==> src/rtl/uart_reg_writer.sv <==
// uart_reg_writer
//   UART receiver (8N1, or 8E1 when RX_PARITY_EN is defined) that decodes 2-byte
//   write commands and drives a register_file write port.
//   Command: header byte with bit 7 set carries the address in [ADDR_W-1:0];
//   the next clean byte is the data. A frame error drops any pending header.
//
//   Optional feature macro: RX_PARITY_EN (even parity bit between data and stop).
//
// Ports
//   clk        in   system clock
//   rst        in   asynchronous active-high reset
//   rxd        in   serial input, idle high, asynchronous to clk
//   wd3        out  register write data
//   wa3        out  register write address
//   we3        out  register write enable, one-clk pulse
//   rx_byte    out  last byte received cleanly
//   byte_valid out  one-clk pulse, rx_byte updated
//   frame_err  out  one-clk pulse, bad stop bit (or bad parity)
//   busy       out  high from start detect to stop-bit sample
module uart_reg_writer #(
  parameter int unsigned CLK_FREQ   = 50_000_000,
  parameter int unsigned BAUD       = 115200,
  parameter int unsigned OVERSAMPLE = 16,
  parameter int unsigned DATA_W     = 8,
  parameter int unsigned ADDR_W     = 3
) (
  input  logic              clk,
  input  logic              rst,
  input  logic              rxd,
  output logic [DATA_W-1:0] wd3,
  output logic [ADDR_W-1:0] wa3,
  output logic              we3,
  output logic [7:0]        rx_byte,
  output logic              byte_valid,
  output logic              frame_err,
  output logic              busy
);

  localparam int unsigned DivRaw = CLK_FREQ / (BAUD * OVERSAMPLE);
  localparam int unsigned Div    = (DivRaw == 0) ? 1 : DivRaw;
  localparam int unsigned DivW   = (Div > 1) ? $clog2(Div) : 1;
  localparam int unsigned OsW    = $clog2(OVERSAMPLE);
  localparam int unsigned HalfOs = OVERSAMPLE / 2;

  typedef enum logic [2:0] {
    StArm,
    StIdle,
    StStart,
    StData,
`ifdef RX_PARITY_EN
    StParity,
`endif
    StStop
  } rx_state_e;

  typedef enum logic {PsHdr, PsDat} ps_state_e;

  // Input synchronizer; resets to the idle level so reset never looks like a start bit.
  logic rxd_s1_q, rxd_s2_q, rxd_sync;

  always_ff @(posedge clk or posedge rst) begin
    if (rst) begin
      rxd_s1_q <= 1'b1;
      rxd_s2_q <= 1'b1;
    end else begin
      rxd_s1_q <= rxd;
      rxd_s2_q <= rxd_s1_q;
    end
  end

  assign rxd_sync = rxd_s2_q;

  // Oversample tick generator.
  logic [DivW-1:0] div_cnt_q, div_cnt_d;
  logic            tick;

  assign tick      = (div_cnt_q == DivW'(Div - 1));
  assign div_cnt_d = tick ? '0 : div_cnt_q + 1'b1;

  always_ff @(posedge clk or posedge rst) begin
    if (rst) div_cnt_q <= '0;
    else     div_cnt_q <= div_cnt_d;
  end

  // Receive FSM.
  rx_state_e        rx_state_q, rx_state_d;
  logic [OsW-1:0]   os_cnt_q, os_cnt_d;
  logic [2:0]       bit_cnt_q, bit_cnt_d;
  logic [7:0]       shift_q, shift_d;
  logic [7:0]       rx_byte_q, rx_byte_d;
  logic             byte_valid_q, byte_valid_d;
  logic             frame_err_q, frame_err_d;
  logic             os_last;
  logic             par_ok;

  assign os_last = (os_cnt_q == OsW'(OVERSAMPLE - 1));

`ifdef RX_PARITY_EN
  logic par_err_q, par_err_d;

  assign par_ok = ~par_err_q;

  always_ff @(posedge clk or posedge rst) begin
    if (rst) par_err_q <= 1'b0;
    else     par_err_q <= par_err_d;
  end
`else
  assign par_ok = 1'b1;
`endif

  always_comb begin
    rx_state_d   = rx_state_q;
    os_cnt_d     = os_cnt_q;
    bit_cnt_d    = bit_cnt_q;
    shift_d      = shift_q;
    rx_byte_d    = rx_byte_q;
    byte_valid_d = 1'b0;
    frame_err_d  = 1'b0;
`ifdef RX_PARITY_EN
    par_err_d    = par_err_q;
`endif
    unique case (rx_state_q)
      // Line must be seen high for a full bit time before any start is accepted.
      StArm: begin
        if (tick) begin
          if (!rxd_sync) begin
            os_cnt_d = '0;
          end else if (os_last) begin
            os_cnt_d   = '0;
            rx_state_d = StIdle;
          end else begin
            os_cnt_d = os_cnt_q + 1'b1;
          end
        end
      end
      StIdle: begin
        if (tick && !rxd_sync) begin
          os_cnt_d   = '0;
          rx_state_d = StStart;
        end
      end
      StStart: begin
        if (tick) begin
          if (os_cnt_q == OsW'(HalfOs - 1)) begin
            os_cnt_d   = '0;
            bit_cnt_d  = '0;
            rx_state_d = rxd_sync ? StIdle : StData;
          end else begin
            os_cnt_d = os_cnt_q + 1'b1;
          end
        end
      end
      StData: begin
        if (tick) begin
          if (os_last) begin
            os_cnt_d  = '0;
            shift_d   = {rxd_sync, shift_q[7:1]};
            bit_cnt_d = bit_cnt_q + 1'b1;
            if (bit_cnt_q == 3'd7) begin
`ifdef RX_PARITY_EN
              rx_state_d = StParity;
`else
              rx_state_d = StStop;
`endif
            end
          end else begin
            os_cnt_d = os_cnt_q + 1'b1;
          end
        end
      end
`ifdef RX_PARITY_EN
      StParity: begin
        if (tick) begin
          if (os_last) begin
            os_cnt_d   = '0;
            // Even parity: the parity bit must equal the XOR of the data bits.
            par_err_d  = rxd_sync ^ (^shift_q);
            rx_state_d = StStop;
          end else begin
            os_cnt_d = os_cnt_q + 1'b1;
          end
        end
      end
`endif
      StStop: begin
        if (tick) begin
          if (os_last) begin
            os_cnt_d   = '0;
            rx_state_d = StIdle;
            if (rxd_sync && par_ok) begin
              rx_byte_d    = shift_q;
              byte_valid_d = 1'b1;
            end else begin
              frame_err_d = 1'b1;
            end
          end else begin
            os_cnt_d = os_cnt_q + 1'b1;
          end
        end
      end
      default: rx_state_d = StArm;
    endcase
  end

  always_ff @(posedge clk or posedge rst) begin
    if (rst) begin
      rx_state_q   <= StArm;
      os_cnt_q     <= '0;
      bit_cnt_q    <= '0;
      shift_q      <= '0;
      rx_byte_q    <= '0;
      byte_valid_q <= 1'b0;
      frame_err_q  <= 1'b0;
    end else begin
      rx_state_q   <= rx_state_d;
      os_cnt_q     <= os_cnt_d;
      bit_cnt_q    <= bit_cnt_d;
      shift_q      <= shift_d;
      rx_byte_q    <= rx_byte_d;
      byte_valid_q <= byte_valid_d;
      frame_err_q  <= frame_err_d;
    end
  end

  // Command parser: header then data; consumes registered byte_valid/frame_err.
  ps_state_e         ps_q, ps_d;
  logic [ADDR_W-1:0] addr_q, addr_d;
  logic [ADDR_W-1:0] wa3_q, wa3_d;
  logic [DATA_W-1:0] wd3_q, wd3_d;
  logic              we3_q, we3_d;

  always_comb begin
    ps_d   = ps_q;
    addr_d = addr_q;
    wa3_d  = wa3_q;
    wd3_d  = wd3_q;
    we3_d  = 1'b0;
    if (frame_err_q) begin
      ps_d = PsHdr;
    end else if (byte_valid_q) begin
      case (ps_q)
        PsHdr: begin
          if (rx_byte_q[7]) begin
            addr_d = rx_byte_q[ADDR_W-1:0];
            ps_d   = PsDat;
          end
        end
        // Any byte here is data, including ones with bit 7 set.
        PsDat: begin
          we3_d = 1'b1;
          wa3_d = addr_q;
          wd3_d = DATA_W'(rx_byte_q);
          ps_d  = PsHdr;
        end
        default: ps_d = PsHdr;
      endcase
    end
  end

  always_ff @(posedge clk or posedge rst) begin
    if (rst) begin
      ps_q   <= PsHdr;
      addr_q <= '0;
      wa3_q  <= '0;
      wd3_q  <= '0;
      we3_q  <= 1'b0;
    end else begin
      ps_q   <= ps_d;
      addr_q <= addr_d;
      wa3_q  <= wa3_d;
      wd3_q  <= wd3_d;
      we3_q  <= we3_d;
    end
  end

  assign wd3        = wd3_q;
  assign wa3        = wa3_q;
  assign we3        = we3_q;
  assign rx_byte    = rx_byte_q;
  assign byte_valid = byte_valid_q;
  assign frame_err  = frame_err_q;
  assign busy       = (rx_state_q != StArm) && (rx_state_q != StIdle);

endmodule

==> config.mk <==
export PLATFORM = sky130hd
export DESIGN_NAME = uart_reg_writer
export DESIGN_NICKNAME = d
export VERILOG_FILES = /design/src/rtl/uart_reg_writer.sv
export SDC_FILE = /design/constraint.sdc
export NUM_CORES = 1
export LEC_CHECK = 0
export ABC_CLOCK_PERIOD_IN_PS = 2110
export BUFFER_PORTS_ARGS = -buffer_cell sky130_fd_sc_hd__buf_4
export CAP_MARGIN = 0
export CELL_PAD_IN_SITES_DETAIL_PLACEMENT = 1
export CELL_PAD_IN_SITES_GLOBAL_PLACEMENT = 1
export CORE_MARGIN = 2
export CORE_UTILIZATION = 41
export DETAILED_ROUTE_END_ITERATION = 10
export MAX_ROUTING_LAYER = met4
export PLACE_DENSITY = 0.85
export SYNTH_ARGS = -nofsm -noshare
export SYNTH_HDL_FRONTEND = slang
export SYNTH_SLANG_ARGS = --single-unit
export TNS_END_PERCENT = 20
==> constraint.sdc <==
create_clock -name clk -period 2.11 [get_ports clk]
set_clock_uncertainty 0.1 [all_clocks]
set_input_delay 0.3165 -clock clk [delete_from_list [all_inputs] [get_ports clk]]
set_output_delay 0.3165 -clock clk [all_outputs]
set_load 0.02 [all_outputs]
==> impl_metrics.json <==
{
  "cts.sinks": 51,
  "critPathKind": "reg2reg",
  "tightestPinTransition_ps": 665,
  "final-max-slew-violation-count": 0,
  "grt_usage_pct": 17.9,
  "post-place-ws_ps": 47.3,
  "setup_viol": 0,
  "num_rows": 27,
  "crit_chain": "inv_1 -> ha_1 -> and4b_2 -> nand4_4 -> or4_4 -> mux2_4",
  "ys_types": 40,
  "hold_class": "in2async",
  "maxCapViolCount": 0,
  "seq_area_frac_synth_pct": 55.9,
  "cts_hold_buffers": 0,
  "die_h_um": 78.7,
  "path_buf_inv": 1,
  "finalSetupTns_ps": 0,
  "syn_nets": 210,
  "design_area_mm2": 0.00272,
  "firstDrtPassIters": 4,
  "cts.path.max_buffers": 2,
  "grt_remaining_overflow": 0,
  "die_w_um": 78.7,
  "syn_area_mm2": 0.00229,
  "violations": "hold timing",
  "dpl.hpwl_mm": 3.56,
  "holdWs_ps": -2.63,
  "final_common_cell": "dfrtp_1",
  "rsz0062_at_grt": "true",
  "diodes": 0,
  "timing.final.crit_share_pct": 97.7,
  "cts-root-buf": "clkbuf_8",
  "cts_resized": 0,
  "die_area_mm2": 0.00620,
  "area_growth_pct": 18.7,
  "cts_tree": "yes",
  "clock_latency_ps": 300,
  "ant_nets": 0,
  "wire_per_inst_um": 15.7,
  "start_kind": "register",
  "vdd_drop_max_mv": 0.481,
  "p_comb_share_pct": 2.1,
  "dpl_cell_area_mm2": 0.00258,
  "crit_fanout": 9,
  "fin_crit_ps": 2060,
  "cts_buffers": 5,
  "ys.flop_type": "dfrtp_1",
  "path_delay_family": "simple AND/OR/NAND/NOR gates",
  "synth-edff-count": 0,
  "synth_cells": 202,
  "antenna_found_initial": 0,
  "power_switching_share_pct": 20.5,
  "grt_first_pass_wirelength_mm": 8.39,
  "grt_pass1_vias": 1721,
  "maxSlewHeadroom_pct": 55.1,
  "h-tree-depth": 2,
  "ys_ff_latch": 51,
  "leakage_nw": 1.40,
  "final_cell_mix": "dfrtp_1 (49), nand2_1 (42), buf_4 (33)",
  "via_per_inst": 5.09,
  "powerDensity_mw_per_mm2": 640,
  "post_cts_buffers": 0,
  "max_stage_delay_ps": 550,
  "ios": 26,
  "fmax_mhz": 485,
  "cp_data_required_time_ps": 2200,
  "fin_total_pwr_mw": 1.74,
  "clkTransAtPathRegs_ps": 100,
  "crit_arrival_ps": 2150,
  "core_mm2": 0.00544,
  "fin_ws_ps": 48.7,
  "hold_violations": 9,
  "yosys_warnings": 0,
  "nets": 243,
  "switchingPower_mw": 0.357,
  "drc_errors": 0,
  "grt_max_degree": 29,
  "clockPowerShare_pct": 41.4,
  "status": "finished, violations left",
  "p_int_mw": 1.38,
  "drive_gt1_share_pct": 32.6,
  "portBuffers": 25,
  "p_seq_share_pct": 56.5,
  "routed_wirelength_mm": 4.84,
  "endpoint_kind": "register",
  "drtIter0Drc": 57,
  "start_util_pct": 42.1,
  "postSynthAreaPerCell_um2": 11.3,
  "gp_congestion": 0.849,
  "vias": 1569,
  "cpMaxStageDelayCell": "or4_4",
  "async_reset_ff_share_pct": 100
}
==> logic make-up (layout without fill, tap and decap cells) <==
group / Yosys count / in the layout / share of synthesized area, %
XOR/XNOR: 3 / 3 / 1.15
buffers and inverters: 15 / 49 / 3.88
adder cells (fa/ha/maj): 5 / 5 / 2.73
multiplexers: 19 / 19 / 10.7
AO/OA/AOI/OAI: 30 / 30 / 8.75
AND/OR/NAND/NOR: 79 / 79 / 16.9
flip-flops: 51 / 51 / 55.9
==> per-layer routing <==
layer | track usage (%) | wire length (um)
met2 | 32.0 | 2570
met3 | 2.95 | 133
met5 | - | 0
met1 | 20.5 | 2080
met4 | 5.96 | 52
==> power groups by stage <==
| stage | logic, mW | clock network, mW | registers, mW |
|---|---|---|---|
| 4_1_cts | 0.0389 | 0.738 | 0.983 |
| 6_report | 0.0366 | 0.719 | 0.983 |
| 3_5_place_dp | 0.0384 | 0 | 1.00 |
| 5_1_grt | 0.0425 | 0.769 | 0.984 |
| 3_3_place_gp | 0.0367 | 0 | 1.00 |
| 2_1_floorplan | 0.0231 | 0 | 1.00 |
==> per-stage QoR <==
| stage | instances | util [%] |
|---|---|---|
| 2_1_floorplan | 202 | - |
| 6_report | 308 | 49.9 |
| 4_1_cts | 308 | 49.7 |
| 3_5_place_dp | 300 | 47.5 |
| 5_1_grt | 308 | 49.9 |
| 3_3_place_gp | 300 | 47.5 |
==> final cells by class <==
cell class / instances / area (um2)
Clock inverter: 2 / 38.8
Timing Repair Buffer: 34 / 268
Inverter: 7 / 26.3
Sequential cell: 51 / 1280
Multi-Input combinational cell: 136 / 932
Fill cell: 617 / 2720
Clock buffer: 6 / 82.6
Tap cell: 72 / 90.1
==> state kept, by name (all words and copies together), names as in the netlist <==
register and count:
addr_q 3, bit_cnt_q 3, byte_valid 1, div_cnt_q 5
frame_err 1, os_cnt_q 4, ps_q 1, rx_byte 8
rx_state_q 3, rxd_s1_q 1, rxd_s2_q 1, shift_q 8
wa3 3, wd3 8, we3 1
==> worst register-to-register path, delay by kind of cell, from the launching register on <==
family                   cells  cell delay (ps)
AND/OR/NAND/NOR              3              920
flip-flops                   1              390
multiplexers                 1              340
adder cells (fa/ha/maj)      1              150
buffers and inverters        1               60
==> Yosys cell counts (all sizes together) (3+ instances only) <==
master  instances  area (um2)
nand2          42         158
inv             7        26.3
a22o            4        36.3
nor2           10        40.0
nand2b          3        18.8
ha              5        62.6
clkbuf          5        28.8
o21ai          10        50.0
dfrtp          49        1230
nand3           9        45.0
nor3            3        15.0
a21oi           6        30.0
mux2           19         244
buf             3        33.8
==> final timing paths <==
path / from / slack, ps / end / cells past startpoint
max reg2reg: div_cnt_q[0] / 50 / rx_byte[1] / 6
max in group asynchronous: rst / 1360 / shift_q[4] / 3
max: div_cnt_q[0] / 50 / rx_byte[1] / 6
min: rst / -3 / wd3[0] / 2
min in group clk: rxd / 10 / rxd_s1_q / 1
min reg2reg: rxd_s1_q / 260 / rxd_s2_q / 0
Power figures use the tool's default switching activity.
